--- src/rtl/hex_display_scheduler.sv ---
// Shares the HEX/LEDR display word between the HPS PIO word and a timed local status word,
// with a debounced pushbutton that toggles a freeze of the current word.
module hex_display_scheduler #(
  parameter int unsigned DEBOUNCE_CYCLES = 1000000,
  parameter int unsigned HOLD_CYCLES     = 100000000
) (
  input  logic        CLOCK_50,
  input  logic        resetn,
  input  logic [31:0] hps_word,
  input  logic [31:0] status_word,
  input  logic        status_valid,
  input  logic        freeze_key_n,
  output logic [31:0] disp_word,
  output logic [1:0]  disp_src,
  output logic        hps_changed,
  output logic        status_pending
);

  localparam int unsigned DbW = (DEBOUNCE_CYCLES > 1) ? $clog2(DEBOUNCE_CYCLES) : 1;
  localparam int unsigned TmW = (HOLD_CYCLES > 1) ? $clog2(HOLD_CYCLES) : 1;
  localparam logic [DbW-1:0] DbLast = DbW'(DEBOUNCE_CYCLES - 1);
  localparam logic [TmW-1:0] TmFull = TmW'(HOLD_CYCLES - 1);

  // Encodings double as the disp_src code.
  typedef enum logic [1:0] {
    StShowHps    = 2'd0,
    StShowStatus = 2'd1,
    StFrozen     = 2'd2
  } state_e;

  state_e state_q, state_d;

  logic           key_meta_q, key_sync_q, key_db_q, key_db_d;
  logic [DbW-1:0] db_cnt_q, db_cnt_d;
  logic           press;

  logic [31:0]    disp_word_q, disp_word_d;
  logic [1:0]     disp_src_q, disp_src_d;
  logic [31:0]    status_q, status_d;
  logic           pending_q, pending_d;
  logic [TmW-1:0] timer_q, timer_d;
  logic [31:0]    hps_prev_q;
  logic           hps_changed_q;

  // Key path: synchronizer, debounce counter, press edge.
  always_ff @(posedge CLOCK_50) begin
    if (!resetn) begin
      key_meta_q <= 1'b1;
      key_sync_q <= 1'b1;
      key_db_q   <= 1'b1;
      db_cnt_q   <= '0;
    end else begin
      key_meta_q <= freeze_key_n;
      key_sync_q <= key_meta_q;
      key_db_q   <= key_db_d;
      db_cnt_q   <= db_cnt_d;
    end
  end

  // The count restarts whenever the synchronized level agrees with the debounced one.
  always_comb begin
    db_cnt_d = '0;
    key_db_d = key_db_q;
    press    = 1'b0;
    if (key_sync_q != key_db_q) begin
      if (db_cnt_q == DbLast) begin
        key_db_d = key_sync_q;
        press    = ~key_sync_q;
      end else begin
        db_cnt_d = db_cnt_q + 1'b1;
      end
    end
  end

  // State register and datapath registers.
  always_ff @(posedge CLOCK_50) begin
    if (!resetn) begin
      state_q       <= StShowHps;
      disp_word_q   <= '0;
      disp_src_q    <= '0;
      status_q      <= '0;
      pending_q     <= 1'b0;
      timer_q       <= '0;
      hps_prev_q    <= '0;
      hps_changed_q <= 1'b0;
    end else begin
      state_q       <= state_d;
      disp_word_q   <= disp_word_d;
      disp_src_q    <= disp_src_d;
      status_q      <= status_d;
      pending_q     <= pending_d;
      timer_q       <= timer_d;
      hps_prev_q    <= hps_word;
      hps_changed_q <= (hps_word != hps_prev_q);
    end
  end

  // Next-state: a press always wins over status_valid for the transition.
  always_comb begin
    state_d = state_q;
    unique case (state_q)
      StShowHps: begin
        if (press)             state_d = StFrozen;
        else if (status_valid) state_d = StShowStatus;
      end
      StShowStatus: begin
        if (press)                                state_d = StFrozen;
        else if (!status_valid && timer_q == '0) state_d = StShowHps;
      end
      StFrozen: begin
        if (press) state_d = (status_valid || pending_q) ? StShowStatus : StShowHps;
      end
      default: state_d = StShowHps;
    endcase
  end

  // Output/datapath next values.
  always_comb begin
    disp_word_d = disp_word_q;
    status_d    = status_valid ? status_word : status_q;
    pending_d   = pending_q;
    timer_d     = timer_q;
    disp_src_d  = state_d;
    unique case (state_q)
      StShowHps: begin
        if (press) begin
          pending_d = status_valid;
        end else if (status_valid) begin
          timer_d     = TmFull;
          disp_word_d = status_word;
        end else begin
          disp_word_d = hps_word;
        end
      end
      StShowStatus: begin
        if (press) begin
          pending_d = status_valid;
          timer_d   = '0;
        end else if (status_valid) begin
          timer_d     = TmFull;
          disp_word_d = status_word;
        end else if (timer_q == '0) begin
          disp_word_d = hps_word;
        end else begin
          timer_d = timer_q - 1'b1;
        end
      end
      StFrozen: begin
        if (press) begin
          pending_d = 1'b0;
          if (status_valid || pending_q) begin
            timer_d     = TmFull;
            disp_word_d = status_valid ? status_word : status_q;
          end else begin
            disp_word_d = hps_word;
          end
        end else if (status_valid) begin
          pending_d = 1'b1;
        end
      end
      default: disp_word_d = disp_word_q;
    endcase
  end

  assign disp_word      = disp_word_q;
  assign disp_src       = disp_src_q;
  assign hps_changed    = hps_changed_q;
  assign status_pending = pending_q;

endmodule

--- config.mk ---
export PLATFORM = sky130hd
export DESIGN_NAME = hex_display_scheduler
export DESIGN_NICKNAME = d
export VERILOG_FILES = /design/src/rtl/hex_display_scheduler.sv
export SDC_FILE = /design/constraint.sdc
export NUM_CORES = 1
export LEC_CHECK = 0
export CAP_MARGIN = 20
export CORE_UTILIZATION = 40
export DETAILED_ROUTE_END_ITERATION = 7
export DONT_BUFFER_PORTS = 1
export SETUP_SLACK_MARGIN = 0.02
export SLEW_MARGIN = 20
export SYNTH_ARGS = -nofsm -noshare
export SYNTH_HDL_FRONTEND = slang
export SYNTH_SLANG_ARGS = --single-unit
--- constraint.sdc ---
create_clock -name CLOCK_50 -period 4.85 [get_ports CLOCK_50]
set_input_delay 0.2425 -clock CLOCK_50 [delete_from_list [all_inputs] [get_ports CLOCK_50]]
set_output_delay 0.2425 -clock CLOCK_50 [all_outputs]
set_load 0.02 [all_outputs]
==> results by group, run 1 <==
Outcome
  • Status: complete, no violations

Synth
  • Cell Area, Synth: 6776 µm²
  • Share of the synthesized area in the top cell type: 44.31%
  • Mux contribution to synthesized area: 4.874%
  • Post-Synth Adder-Cell Area: 0.3693%
  • Simple-gate share of the synthesized area: 24.59%
  • Synth warn: 0
  • Post-synth EDFFs: 0
  • Library cells used by synthesis: 55
  • Largest cells by area after synthesis: dfxtp_1, nand2_1, xnor2_1, o21ai_0, mux2i_1
  • FFs w/ async S/R, synth: 0%
  • Post-synthesis cell count: 810
  • Largest family of logic cells by synthesized area: simple AND/OR/NAND/NOR gates
  • Mapped Avg Cell Area: 8.366 µm²
  • Dominant cell type by area after synthesis: dfxtp_1
  • Post-Syn Nets: 880
  • Synth Flop Type: dfxtp_1
  • Seq/Total Area, Yosys: 44.31%
  • Seq cells post-synth: 150
  • Synth Area in Compound Gates: 14.86%
  • Post-synthesis xor/xnor area fraction: 7.367%

Floorplanning
  • Die width: 132.2 µm
  • Initial Util: 40.86%
  • I/O pin cnt: 104
  • Die height: 132.2 µm
  • Die area: 17470 µm²
  • Num rows: 47
  • Core area: 16580 µm²

Critical path
  • Critical path depth: 7
  • Worst path slowest cell: or4_1
  • Setup Crit Path Kind: reg -> reg
  • Worst path cell trace: or4_1 > or3_4 > or3_4 > a31oi_4 > buf_4 > and2_4 > o21ai_0
  • Cell family with most CP delay: simple AND/OR/NAND/NOR gates
  • Worst Setup Start Kind: flop
  • CP max FO: 33
  • Critical path's most frequent cell: or3_4
  • Largest stage delay, worst path: 0.58 ns
  • Critical path arrival: 3.38 ns
  • Crit. End Element: flop
  • Critical Path RT: 5.15 ns
  • FF-to-FF setup slack: 1.77 ns
  • Path depth of the worst reg2reg path: 7
  • Reg-to-Reg Start: timer_q[21]$_SDFFE_PN0P_
  • WP buf/inv: 1
  • Worst flop-to-flop path endpoint: disp_word[20]$_SDFFE_PN0P_

Clocking
  • H-tree Lvls: 4
  • Post CTS Setup Buffer Count: 0
  • Root buffer cell: clkbuf_16
  • CTS Sinks: 150
  • Clock Latency Late Sink: 0.43 ns
  • CTS Buf Count: 17
  • Clock transition at the registers of the reported paths: 0.06 ns
  • Post-cts sizing count: 0
  • CTS tree: done
  • CTS max path bufs: 2
  • Hold buffer count at cts: 68

Timing
  • Setup ws final: 1.771 ns
  • Setup Skew: 0.01253 ns
  • Max Fclk: 0.3248 GHz
  • Worst slew pin tran: 0.7753 ns
  • Final Setup Violations: 0
  • Final Hold Vio Count: 0
  • RSZ-0062 raised after global routing: no
  • Fin crit share: 63.48%
  • Min cycle time layout: 3.079 ns
  • Slew HR: 47.92%
  • Slew Limit Fails: 0
  • Setup TNS: 0 ns

Route
  • Final WL: 18600 µm
  • Met2 Routed Length: 8853 µm
  • Highest metal used: met4
  • First-pass iteration count of the detailed router: 5
  • Vias per Instance: 5.477
  • DRT iter0 DRCs: 422
  • Wire length on met3: 1262 µm
  • Post-route DRC: 0
  • Met1 Wirelength: 8282 µm
  • Wirelength per Cell: 17.19 µm
  • DRT antenna net count: 0
  • Via count: 5926

Placement
  • Placed Cells: 983
  • IO buf count: 0
  • HPWL after detailed placement: 10980 µm
  • Gpl congestion: 0.7916
  • Pre-CTS WS: 1.778 ns
  • Cell Area, Placed: 6892 µm²

GRT
  • Total GRT Usage: 22.03%
  • Antenna violations before repair: 1
  • Largest net degree at the start of global routing: 116
  • Grt total ovfl: 0
  • Vias in the first global route: 5586
  • First-pass GRT wire length: 30170 µm

Finish
  • Layout cell share with drive strength beyond 1: 5.691%
  • Fill cells: 1641
  • Final nets: 920
  • Area grow syn2layout: 20.81%
  • Area of the multi-input gates: 3543 µm²
  • Final instance area: 8187 µm²
  • Register Area: 3003 µm²
  • Final std cells w/o fill: 1082

Worst hold path
  • Worst hold path class: in -> reg
  • Hold Path Stages: 2
  • Hold Startpoint: resetn
  • Worst Hold End: timer_q[24]$_SDFFE_PN0P_

Power
  • Lkg Pwr: 3.153 nW
  • Worst VDD drop: 0.2550 mV
  • PD cells: 361.3 nW/µm²
  • Total Power: 0.002958 W

Job
  • Max Cap Viol: 0
sequential cells by signal, summed over array words and instances, names as in the netlist:
signal,cells
timer_q,27
key_db_q,1
status_pending,1
status_q,32
key_meta_q,1
hps_prev_q,32
db_cnt_q,20
hps_changed,1
key_sync_q,1
disp_src,2
disp_word,32
metrics by stage:
step	utilization (%)	hold WS [ns]
final	49.37	0.03361
after global routing	49.35	0.04783
after CTS	49.32	0.01231
after detailed placement	41.56	0.3207
after global placement	41.56	0.3176
after floorplan	-	0.3440
layout by cell type (no fill, tap or decap), types with 6 or more instances in the layout:
| cell | instances |
|---|---|
| a21oi_1 | 45 |
| and3_1 | 6 |
| nor3_1 | 15 |
| inv_1 | 8 |
| mux2i_1 | 33 |
| nand3_1 | 11 |
| nand2_1 | 128 |
| nor2_1 | 50 |
| xnor2_1 | 46 |
| nor4_1 | 8 |
| and2_1 | 35 |
| nand4_1 | 45 |
| dlygate4sd3_1 | 66 |
| dfxtp_1 | 150 |
| xor2_1 | 10 |
| o21ai_0 | 76 |
| clkbuf_16 | 17 |
| o22ai_1 | 9 |
| buf_4 | 6 |
| a21boi_0 | 7 |
| nand2b_1 | 7 |
layout make-up:
class,instances,area share [%]
sequential,150,36.68
multi-input combinational,599,43.28
clock inverter,10,1.498
tap,220,3.362
inverter,8,0.3668
timing repair buffer,74,9.201
clock buffer,20,5.578
antenna,1,0.03057
power breakdown:
part	switching (W)	leakage, nW	internal, W
combinational	0.000141	1.64	0.000134
clock	0.000525	0.275	0.000782
sequential	0.0000758	1.24	0.00130
total	0.000741	3.15	0.00222
worst max path at each step:
stage                             startpoint                    endpoint  slack (ns)
detailed placement  timer_q[21]$_SDFFE_PN0P_  disp_word[11]$_SDFFE_PN0P_        1.78
global placement    timer_q[21]$_SDFFE_PN0P_  disp_word[21]$_SDFFE_PN0P_        1.80
CTS                 timer_q[21]$_SDFFE_PN0P_  disp_word[20]$_SDFFE_PN0P_        1.77
finish              timer_q[21]$_SDFFE_PN0P_  disp_word[20]$_SDFFE_PN0P_        1.77
floorplan           timer_q[21]$_SDFFE_PN0P_   disp_word[0]$_SDFFE_PN0P_        2.42
global route         timer_q[8]$_SDFFE_PN0P_   disp_word[6]$_SDFFE_PN0P_        1.48
kinds of logic after synthesis:
kind of cell / after synthesis
AO/OA/AOI/OAI: 172
XOR/XNOR: 57
adder cells (fa/ha/maj): 2
buffers and inverters: 61
flip-flops: 150
multiplexers: 33
AND/OR/NAND/NOR: 335
worst register-to-register path: cells and delay by family, from the launching register on:
family	cells	cell delay (ns)
compound gates	2	0.35
buf+inv	1	0.38
flops	1	0.35
simple gates	4	1.88
synthesized netlist by cell type, drive strengths merged, types with 4 or more instances:
cell    number
dfxtp      150
nand2      129
o21ai       78
nor2        50
xnor2       47
a21oi       45
nand4       45
clkbuf      42
and2        36
mux2i       33
nor3        16
buf         11
nand3       11
xor2        10
nor4         9
o22ai        9
inv          8
a21boi       7
nand2b       7
and3         6
a31oi        5
or3          5
a21o         4
nor2b        4
o211ai       4
o21a         4
or4          4
per-layer routing:
layer | up-vias | global-route usage, %
met2 | 178 | 35.57
met1 | 2821 | 28.29
met4 | 0 | 7.558
li1 | 2912 | -
met5 | - | 0
met3 | 15 | 5.921
Note: power is estimated with default switching activity, not from simulation.
==> run 2, diff against run 1 <==
--- a/config.mk
+++ b/config.mk
@@ -5,6 +5,7 @@
 export SDC_FILE = /design/constraint.sdc
 export NUM_CORES = 1
 export LEC_CHECK = 0
+export ABC_AREA = 1
 export CAP_MARGIN = 20
 export CORE_UTILIZATION = 40
 export DETAILED_ROUTE_END_ITERATION = 7
==> constraint.sdc (replaced) <==
create_clock -name CLOCK_50 -period 3.2 [get_ports CLOCK_50]
set_input_delay 0.16 -clock CLOCK_50 [delete_from_list [all_inputs] [get_ports CLOCK_50]]
set_output_delay 0.16 -clock CLOCK_50 [all_outputs]
set_load 0.02 [all_outputs]
==> run 2 against run 1 <==
- maximum frequency up 27%
- design area up 14%
- register-to-register slack worse by 0.99 ns
- first-iteration DRC count up 4.5%
- largest cell class unchanged
- power up 59%
==> results by group, run 2 <==
Synth
  • Library cells used by synthesis: 37
  • FFs w/ async S/R, synth: 0%
  • Post-synth EDFFs: 0
  • Cell Area, Synth: 7819 µm²
  • Mapped Avg Cell Area: 6.835 µm²
  • Seq/Total Area, Yosys: 38.41%
  • Synth warn: 0
  • Dominant cell type by area after synthesis: dfxtp_1
  • Count leader, synth: nand2_1
  • Post-synth top cells: nand2_1, nor2_1, dfxtp_1
  • Post-synthesis cell count: 1144
  • Seq cells post-synth: 150
  • Synth Flop Type: dfxtp_1
  • Share of the synthesized area in the top cell type: 38.41%
  • Post-Syn Nets: 1214
  • Largest cells by area after synthesis: dfxtp_1, nand2_1, nor2_1, nor2_2, a21oi_1

Route
  • Final WL: 22140 µm
  • DRT iter0 DRCs: 441
  • DRT antenna net count: 0
  • First-pass iteration count of the detailed router: 8
  • Post-route DRC: 0
  • Via count: 7411
  • Vias per Instance: 5.038
  • Wirelength per Cell: 15.05 µm

Finish
  • Final nets: 1268
  • ANT cells: 0
  • Most frequent cells in the layout: nand2_1, nor2_1, dfxtp_1
  • Layout cell share with drive strength beyond 1: 11.07%
  • Fill cells: 1866
  • Most common cell after layout, fill and taps aside: nand2_1
  • Final instance area: 9335 µm²
  • Area grow syn2layout: 19.40%

GRT
  • Total GRT Usage: 22.82%
  • First-pass GRT wire length: 35740 µm
  • Met2 Resource Use GR: 35.57%
  • GR Util met3: 6.041%
  • M1 GR Usage: 30.63%
  • GR peak layer: met2
  • Vias in the first global route: 6836
  • Largest net degree at the start of global routing: 59
  • Grt total ovfl: 0
  • Antenna violations before repair: 0

Power
  • Total Power: 0.004710 W
  • PD cells: 504.5 nW/µm²
  • Worst VDD drop: 0.4000 mV
  • Lkg Pwr: 4.018 nW

Timing
  • Fin crit share: 75.51%
  • Setup TNS: 0 ns
  • Final Setup Violations: 0
  • Final Hold Vio Count: 0
  • Slew HR: 50.63%
  • Slew Limit Fails: 0
  • Worst slew pin tran: 0.7394 ns
  • Hold Slack: 0.02303 ns
  • Setup ws final: 0.7836 ns
  • Setup Skew: 0.01206 ns
  • Max Fclk: 0.4138 GHz
  • RSZ-0062 raised after global routing: no
  • Min cycle time layout: 2.416 ns

Floorplanning
  • Die height: 141.8 µm
  • Num rows: 50
  • Die area: 20110 µm²
  • Initial Util: 41.25%
  • I/O pin cnt: 104
  • Die width: 141.8 µm
  • Core area: 18960 µm²

Clocking
  • Clock transition at the registers of the reported paths: 0.06 ns
  • Clock Latency Late Sink: 0.43 ns
  • H-tree Lvls: 4
  • CTS max path bufs: 2
  • CTS Buf Count: 17
  • CTS Sinks: 150
  • Root buffer cell: clkbuf_16
  • CTS tree: done

Placement
  • Cell Area, Placed: 8016 µm²
  • Pre-CTS WS: 0.8264 ns
  • IO buf count: 0
  • HPWL after detailed placement: 13680 µm
  • Gpl congestion: 0.8442

Outcome
  • Status: complete, no violations

Worst hold path
  • Worst hold path class: in -> reg
  • Worst Hold End: disp_word[15]$_SDFFE_PN0P_
  • Hold Path Stages: 4
  • Hold Startpoint: hps_word[15]

Critical path
  • Path depth of the worst reg2reg path: 13
  • Worst flop-to-flop path endpoint: disp_word[18]$_SDFFE_PN0P_
  • CP max FO: 20
  • Crit. End Element: flop
  • Critical path arrival: 2.78 ns
  • Setup Crit Path Kind: reg -> reg
  • Worst Setup Start Kind: flop
  • Critical Path RT: 3.56 ns
  • FF-to-FF setup slack: 0.78 ns
  • Reg-to-Reg Start: db_cnt_q[0]$_SDFF_PP0_

Job
  • Max Cap Viol: 0
## run 2: changes by cell type after synthesis, sizes merged, moves of 35 or more
cell,delta
and2,-35
inv,+82
nand2,+146
nand3,+67
nor2,+208
o21ai,-67
## run 2: worst max path at each step
stage / endpoint / slack [ns] / start
final: disp_word[18]$_SDFFE_PN0P_ / 0.78 / db_cnt_q[0]$_SDFF_PP0_
after global routing: disp_word[18]$_SDFFE_PN0P_ / 0.58 / db_cnt_q[0]$_SDFF_PP0_
after CTS: disp_word[18]$_SDFFE_PN0P_ / 0.81 / db_cnt_q[0]$_SDFF_PP0_
after detailed placement: disp_word[20]$_SDFFE_PN0P_ / 0.83 / db_cnt_q[0]$_SDFF_PP0_
after global placement: disp_word[25]$_SDFFE_PN0P_ / 0.90 / db_cnt_q[0]$_SDFF_PP0_
after floorplan: disp_word[0]$_SDFFE_PN0P_ / 1.33 / db_cnt_q[0]$_SDFF_PP0_
## run 2: layer usage
| layer | up-vias | wire length, µm | share of wire [%] |
|---|---|---|---|
| met5 | - | 0 | 0 |
| li1 | 3771 | - | - |
| met2 | 197 | 10060 | 45 |
| met3 | 26 | 1617 | 7.3 |
| met4 | 0 | 359 | 1.6 |
| met1 | 3417 | 10100 | 46 |
## run 2: critical path: stages, from the launching register on
cell and delay [ns]:
dfxtp_1 0.35, ha_1 0.17, nand2_1 0.10, nor2_4 0.12, nand2_2 0.08, nor2_4 0.15
nand3_4 0.26, nand2_2 0.16, nand2_2 0.06, inv_2 0.05, and2_2 0.42, buf_12 0.26
nor2_2 0.05, nor2_2 0.08
## run 2: timing repair
| item | CTS | global route |
|---|---|---|
| hold buffers | 74 | 0 |
| endpoints found under the hold margin | 99 | 0 |
| setup buffers | 0 | 0 |
| gates resized for setup | 0 | 0 |
## run 2: power breakdown
group	internal, W	leakage [nW]	switching (W)
Sequential	0.00199	1.24	0.000138
Clock	0.00111	0.261	0.000815
Combinational	0.000284	2.52	0.000377
## run 2: area by class of cell
type                            instances  area [µm²]  area share [%]
Clock buffer                           21       460.4           4.932
Clock inverter                         11       100.1           1.072
Inverter                               91       341.6           3.659
Multi-Input combinational cell        849        4209           45.09
Sequential cell                       150        3003           32.17
Tap cell                              260       325.3           3.485
Timing Repair Buffer                   89       895.9           9.597
## run 2: metrics by stage
step                util (%)  std cells
floorplan                  -       1144
global placement       42.29       1365
detailed placement     42.29       1365
CTS                    49.25       1471
global route           49.25       1471
finish                 49.25       1471
## run 2: kinds of logic after synthesis
| logic type | Yosys count | share of synthesized area (%) |
|---|---|---|
| AND/OR/NAND/NOR | 648 | 36.41 |
| buffers and inverters | 145 | 7.841 |
| AO/OA/AOI/OAI | 158 | 12.43 |
| adder cells (fa/ha/maj) | 2 | 0.3200 |
| XOR/XNOR | 41 | 4.593 |
| flip-flops | 150 | 38.41 |
==> run 3, diff against run 2 <==
==> constraint.sdc (replaced) <==
create_clock -name CLOCK_50 -period 2.4 [get_ports CLOCK_50]
set_input_delay 0.12 -clock CLOCK_50 [delete_from_list [all_inputs] [get_ports CLOCK_50]]
set_output_delay 0.12 -clock CLOCK_50 [all_outputs]
set_load 0.02 [all_outputs]
==> run 3 against run 2 <==
- critical path depth down 1
- die area unchanged
- sequential share of layout area down 1.3 points
- design area up 4.1%
- setup slack worse by 0.56 ns
- clock power up 43%
- critical path type unchanged
- largest cell class unchanged
==> results by group, run 3 (synthesis results as in run 2) <==
Outcome
  • Status: complete, no violations

Timing
  • RSZ-0062 raised after global routing: no
  • Fin crit share: 90.67%
  • Setup Skew: 0.007991 ns
  • Setup ws final: 0.2238 ns
  • Final Hold Vio Count: 0
  • Min cycle time layout: 2.176 ns
  • Setup TNS: 0 ns
  • Slew Limit Fails: 0
  • Slew HR: 66.88%
  • Max Fclk: 0.4595 GHz
  • Worst slew pin tran: 0.4956 ns
  • Final Setup Violations: 0

Route
  • DRT iter0 DRCs: 541
  • DRT antenna net count: 0
  • Via count: 7607
  • Wirelength per Cell: 15.39 µm
  • Final WL: 23110 µm
  • First-pass iteration count of the detailed router: 5
  • Vias per Instance: 5.065
  • Post-route DRC: 0

Finish
  • Layout cell share with drive strength beyond 1: 11.51%
  • Final nets: 1301
  • Area of the multi-input gates: 4212 µm²
  • Register Area: 3003 µm²
  • Final instance area: 9722 µm²
  • Fill cells: 1841
  • Most common cell after layout, fill and taps aside: nand2_1
  • Area grow syn2layout: 24.34%
  • ANT cells: 0
  • Most frequent cells in the layout: nand2_1, nor2_1, dfxtp_1

Floorplanning
  • Die area: 20110 µm²
  • Num rows: 50
  • Core area: 18960 µm²
  • I/O pin cnt: 104
  • Die width: 141.8 µm
  • Die height: 141.8 µm
  • Initial Util: 41.25%

Clocking
  • CTS Buf Count: 17
  • CTS Sinks: 150
  • Root buffer cell: clkbuf_16
  • CTS max path bufs: 2
  • Clock transition at the registers of the reported paths: 0.06 ns
  • Post CTS Setup Buffer Count: 0
  • CTS tree: done
  • H-tree Lvls: 4
  • Clock Latency Late Sink: 0.43 ns

GRT
  • Largest net degree at the start of global routing: 59
  • Vias in the first global route: 7118
  • Grt total ovfl: 0
  • Total GRT Usage: 23.36%
  • Antenna violations before repair: 0
  • First-pass GRT wire length: 36430 µm

Placement
  • HPWL after detailed placement: 13830 µm
  • IO buf count: 0
  • Cell Area, Placed: 8074 µm²
  • Gpl congestion: 0.9073
  • Pre-CTS WS: 0.2241 ns

Power
  • Clock power frac: 41.9%
  • Lkg Pwr: 4.198 nW
  • Int Pwr: 0.004723 W
  • PD cells: 671.8 nW/µm²
  • Sequential Power Share: 43.3%
  • Worst VDD drop: 0.5027 mV
  • Combinational power share: 14.8%
  • Sw Share: 27.70%
  • Switching pwr: 0.001809 W

Worst hold path
  • Worst hold path class: in -> reg

Critical path
  • Crit. End Element: flop
  • Setup Crit Path Kind: reg -> reg
  • Worst Setup Start Kind: flop
  • CP max FO: 19
  • Critical path arrival: 2.50 ns
  • Critical Path RT: 2.73 ns

Job
  • Max Cap Viol: 0
run 3: through the flow:
step	util (%)	hold slack, ns	instances	total power [W]
CTS	51.14	0.0009973	1501	0.006566
global route	51.29	0.01156	1502	0.006817
floorplan	-	0.2135	1144	0.003503
finish	51.29	0.01554	1502	0.006532
detailed placement	42.59	0.2174	1371	0.003646
global placement	42.59	0.2139	1371	0.003639
run 3: repair_timing:
item | 4_1_cts | 5_1_grt
hold buffers | 100 | 0
gates resized for setup | 0 | 1
endpoints found under the hold margin | 124 | 0
endpoints found under the setup margin | 0 | 1
run 3: routing by layer:
metal,up-vias,wire length (µm),GRT usage [%]
met5,-,0,0
met4,0,251,6.735
met3,24,1734,6.244
met2,256,10500,37.57
met1,3495,10630,30.63
li1,3832,-,-
run 3: final timing paths:
path,slack (ns),depth (start not counted),startpoint,endpoint
worst max-delay path,0.22,12,timer_q[0]$_SDFFE_PN0P_,disp_word[5]$_SDFFE_PN0P_
worst min-delay path,0.02,4,hps_word[21],disp_word[21]$_SDFFE_PN0P_
worst max register to register,0.22,12,timer_q[0]$_SDFFE_PN0P_,disp_word[5]$_SDFFE_PN0P_
worst min register to register,0.41,1,key_meta_q$_SDFF_PN1_,key_sync_q$_SDFF_PN1_
run 3: power groups by stage:
| stage | clock network [W] | logic, W | registers, W |
|---|---|---|---|
| 2_1_floorplan | 0 | 0.000648 | 0.00285 |
| 3_3_place_gp | 0 | 0.000755 | 0.00288 |
| 3_5_place_dp | 0 | 0.000762 | 0.00288 |
| 4_1_cts | 0.00279 | 0.000943 | 0.00283 |
| 5_1_grt | 0.00289 | 0.00107 | 0.00285 |
| 6_report | 0.00274 | 0.000965 | 0.00283 |
run 3: critical path, cell delays in order, from the launching register on:
cell	delay (ns)
dfxtp_1	0.32
inv_1	0.10
ha_2	0.23
nand2_1	0.10
nor2_4	0.19
nand2_2	0.08
nor2_4	0.13
nor2_1	0.08
o21ai_4	0.24
buf_4	0.32
nand3_1	0.12
nand2_1	0.11
nor2_2	0.04
run 3: final cells by class:
cell class / count / area share [%]
Clock buffer: 18 / 4.517
Clock inverter: 12 / 1.570
Inverter: 91 / 3.514
Multi-Input combinational cell: 849 / 43.32
Sequential cell: 150 / 30.89
Tap cell: 260 / 3.346
Timing Repair Buffer: 122 / 12.84
